**src/rtl/pipe_stage_reg.sv**
```systemverilog
// ID/EX pipeline register with valid/ready handshake, flush-to-bubble and a saturating stall counter.
// Define PIPE_STAGE_SKID_EN to add a skid entry and register in_ready (breaks the out_ready->in_ready path).
module pipe_stage_reg #(
  parameter int unsigned          DATA_W = 64,
  parameter logic [DATA_W-1:0]    BUBBLE = '0,
  parameter int unsigned          CNT_W  = 16
) (
  input  logic              clk,
  input  logic              rst,
  input  logic              flush,
  input  logic              in_valid,
  output logic              in_ready,
  input  logic [DATA_W-1:0] in_data,
  output logic              out_valid,
  input  logic              out_ready,
  output logic [DATA_W-1:0] out_data,
  output logic [CNT_W-1:0]  stall_cnt
);

  logic              accept;
  logic              drain;
  logic              main_valid_d;
  logic [DATA_W-1:0] main_data_d;

`ifdef PIPE_STAGE_SKID_EN
  logic              skid_valid;
  logic              skid_valid_d;
  logic [DATA_W-1:0] skid_data;
  logic [DATA_W-1:0] skid_data_d;

  // Ready depends only on the skid register (plus the reset/flush blanking).
  assign in_ready = !skid_valid && !flush && !rst;
`else
  assign in_ready = !flush && !rst && (!out_valid || out_ready);
`endif

  assign accept = in_valid && in_ready;
  assign drain  = out_valid && out_ready;

  // Next-state for main (and skid) entries; flush wins over any handshake.
  always_comb begin
    main_valid_d = out_valid;
    main_data_d  = out_data;
`ifdef PIPE_STAGE_SKID_EN
    skid_valid_d = skid_valid;
    skid_data_d  = skid_data;
`endif
    if (flush) begin
      main_valid_d = 1'b0;
      main_data_d  = BUBBLE;
`ifdef PIPE_STAGE_SKID_EN
      skid_valid_d = 1'b0;
`endif
    end else begin
`ifdef PIPE_STAGE_SKID_EN
      if (skid_valid) begin
        // Skid full implies main full; promote on drain.
        if (drain) begin
          main_data_d  = skid_data;
          skid_valid_d = 1'b0;
        end
      end else if (accept && out_valid && !drain) begin
        skid_valid_d = 1'b1;
        skid_data_d  = in_data;
      end else if (accept) begin
        main_valid_d = 1'b1;
        main_data_d  = in_data;
      end else if (drain) begin
        main_valid_d = 1'b0;
      end
`else
      if (accept) begin
        main_valid_d = 1'b1;
        main_data_d  = in_data;
      end else if (drain) begin
        main_valid_d = 1'b0;
      end
`endif
    end
  end

  always_ff @(posedge clk) begin
    if (rst) begin
      out_valid <= 1'b0;
      out_data  <= BUBBLE;
      stall_cnt <= '0;
`ifdef PIPE_STAGE_SKID_EN
      skid_valid <= 1'b0;
`endif
    end else begin
      out_valid <= main_valid_d;
      out_data  <= main_data_d;
`ifdef PIPE_STAGE_SKID_EN
      skid_valid <= skid_valid_d;
`endif
      // Back-pressure counter saturates instead of wrapping and survives flush.
      if (out_valid && !out_ready && (stall_cnt != {CNT_W{1'b1}}))
        stall_cnt <= stall_cnt + CNT_W'(1);
    end
  end

`ifdef PIPE_STAGE_SKID_EN
  always_ff @(posedge clk) begin
    skid_data <= skid_data_d;
  end
`endif

endmodule
```
**config.mk**
```make
export PLATFORM = sky130hd
export DESIGN_NAME = pipe_stage_reg
export DESIGN_NICKNAME = d
export VERILOG_FILES = /design/src/rtl/pipe_stage_reg.sv
export SDC_FILE = /design/constraint.sdc
export NUM_CORES = 1
export LEC_CHECK = 0
export ABC_CLOCK_PERIOD_IN_PS = 2400
export BUFFER_PORTS_ARGS = -buffer_cell sky130_fd_sc_hd__buf_2
export CAP_MARGIN = 15
export CORE_MARGIN = 1.5
export CORE_UTILIZATION = 45
export DETAILED_ROUTE_END_ITERATION = 10
export PLACE_DENSITY_LB_ADDON = 0.05
export RECOVER_POWER = 50
export SLEW_MARGIN = 20
export SYNTH_ARGS = -nofsm -noshare
export SYNTH_HDL_FRONTEND = slang
export SYNTH_SLANG_ARGS = --single-unit
```
**constraint.sdc**
```tcl
create_clock -name clk -period 2.4 [get_ports clk]
set_input_delay 0.24 -clock clk [delete_from_list [all_inputs] [get_ports clk]]
set_output_delay 0.24 -clock clk [all_outputs]
set_load 0.01 [all_outputs]
```
==> results.md <==
- Post-synth top area cell: dfxtp_1
- Final setup fails: 0
- Slew headroom: 15.0%
- Gr ovfl total: 0
- Final min period: 1.95 ns
- Clock Tree Root: clkbuf_8
- Setup Skew: 0.00421 ns
- Post-CTS setup buffers: 0
- Longest Clk Path Bufs: 2
- Drt drc: 7
- # resized after CTS: 0
- Core box area: 0.00646 mm2
- CP endpoint kind: flip-flop
- Antenna viol nets, final: 0
- Starting Density: 47.1%
- First-pass GRT wire length: 12.0 mm
- CP max FO: 8
- Syn. warnings: 0
- Avg WL per Cell: 12.3 um
- Clock Sinks: 81
- Leakage: 1.45 nW
- Largest net degree at the start of global routing: 97
- Routability cong.: 0.803
- Initial DRC Count: 84
- Vias/cell: 5.04
- Final-report max-slew violation count: 0
- Cell Rows: 29
- WP data required: 2.58 ns
- Post-synth top area share: 53.3%
- Post-synthesis sequential area ratio: 53.3%
- Design Power: 0.00248 W
- Area delta synth->final: 28.4%
- Post-synth EDFFs: 0
- Gate Count Post-Synth: 382
- Post-Route WL: 7.41 mm
- Critical path class: reg2reg
- Nets: 589
- Clock-pin slew on the worst setup and hold paths: 0.08 ns
- Worst setup SP type: flip-flop
- Tcrit/Tclk final: 81.2%
- Post-synth top flop: dfxtp_1
- Setup TNS after final layout: 0 ns
- TritonCTS clock tree: done
- Final number of hold-violating endpoints: 0
- Synth cell types: 33
- #FFs+latches synth: 81
- H-tree depth: 3
- Number of global-route vias before repair: 2792
- DIE AREA: 0.00727 mm2
- End-of-flow core utilization: 60.5%
- Failing checks: DRC
- Tot GR Track Use: 20.4%
- Fillers: 654
- CP startpoint: stall_cnt[0]
- Syn_area_per_cell: 7.97 um2
- First-pass iteration count of the detailed router: 7
- Die X: 85.3 um
- Initial antenna violation count: 0
- Port Buffers: 150
- Via Count: 3031
- RSZ-0062 raised after global routing: no
- Worst Hold Class: in2reg
- Clk_lat worst skew: 0.34 ns
- WHS: 0.0910 ns
- Fin cells: 601
- PwrDens: 633 mW/mm2
- DP Cell Count: 585
- WP data arrival: 2.13 ns
- Status: finished with violations
- R2R Path Start: stall_cnt[0]
- Worst Min Path Start: in_data[48]
- VDD IR max: 416 uV
- Post-Syn Nets: 452
- Chip height: 85.3 um
- Slew at the pin with the worst max-slew slack: 1.28 ns
- Post-DP HPWL: 5.19 mm
- Max Freq: 513 MHz
- Mapped Area: 0.00304 mm2
- Area contributors post-synth: dfxtp_1, nand2_1, o21ai_0, clkbuf_1, a21oi_1
- Antenna diode count: 0
- Hold-fix buffers, CTS: 0
- Clock buffer count from CTS: 9
- I/O pins: 151
- Max-Cap Viols: 0
- Fraction of registers with async set/reset: 0%
- Share of layout cells above drive strength 1: 19.3%
[layer usage]
layer	GRT usage [%]	routed length (um)	up-vias	share of wire, %
li1	-	-	1570	-
met1	23.3	3200	1357	43
met2	35.1	3560	94	48
met3	7.00	540	10	7.3
met4	8.06	114	0	1.5
met5	0	0	-	0
[flip-flops by register name, indices dropped and copies added (netlist names)]
signal and cells:
out_data 64, stall_cnt 16, out_valid 1
[logic make-up (layout without fill, tap and decap cells)]
family	after synthesis	after routing	synth area share [%]
AND/OR/NAND/NOR	176	176	25.6
flip-flops	81	81	53.3
AO/OA/AOI/OAI	95	95	17.1
buffers and inverters	29	171	3.70
adder cells (fa/ha/maj)	1	1	0.411
[cells in the mapped netlist (2+ instances only)]
cell type  instances
nand2_1          133
dfxtp_1           81
o21ai_0           68
clkbuf_1          24
a21oi_1           11
nor2_1             6
nor3_1             6
o31ai_1            5
or3_1              5
or4_1              5
nand3_1            4
nand4_1            4
buf_2              3
nor4_1             3
a211oi_1           2
a31oi_1            2
inv_1              2
nand4_2            2
o21a_1             2
[path summary, 6_finish.rpt]
kind         slack (ns)       endpoint  depth (start not counted)
max                0.45  stall_cnt[13]                          5
min reg2reg        0.46   out_data[50]                          2
min                0.09   out_data[48]                          3
max reg2reg        0.45  stall_cnt[13]                          5
[cell usage in the layout (no fill, tap or decap), drive strengths merged, types with 2 or more instances in the layout]
master  instances
nor3            6
o21ai          68
inv             2
buf            77
nand4           6
a31oi           2
nand2         133
clkinv          4
nor2            6
clkbuf         87
or4             5
dfxtp          81
a211oi          2
nand3           4
o31ai           5
or3             6
a21oi          11
o21a            2
nor4            3
[worst max-delay path, cell delays in order (launching register included)]
cell and delay [ns]:
dfxtp_1 0.43, ha_1 0.23, nand3_1 0.19, nor3_1 0.68, or4_1 0.21, a21oi_1 0.06
[power by group]
part,switching [W],internal [W]
Clock,0.000473,0.000401
Sequential,0.0000218,0.00139
Combinational,0.000114,0.0000795
[stage by stage]
step	cell area [um2]	setup WS, ns
6_report	3910	0.451
3_5_place_dp	3830	0.515
2_1_floorplan	3040	0.603
5_1_grt	3910	0.288
4_1_cts	4010	0.504
3_3_place_gp	3830	0.602
[area by class of cell]
type / count / area, um2 / area share [%]
flip-flops and latches: 81 / 1620 / 41.5
multi-input cells: 272 / 1320 / 33.8
repair buffers: 153 / 689 / 17.6
clock buffers: 11 / 141 / 3.62
well taps: 77 / 96.3 / 2.46
clock inverters: 5 / 31.3 / 0.800
inverters: 2 / 7.51 / 0.192
Power figures use the tool's default switching activity.
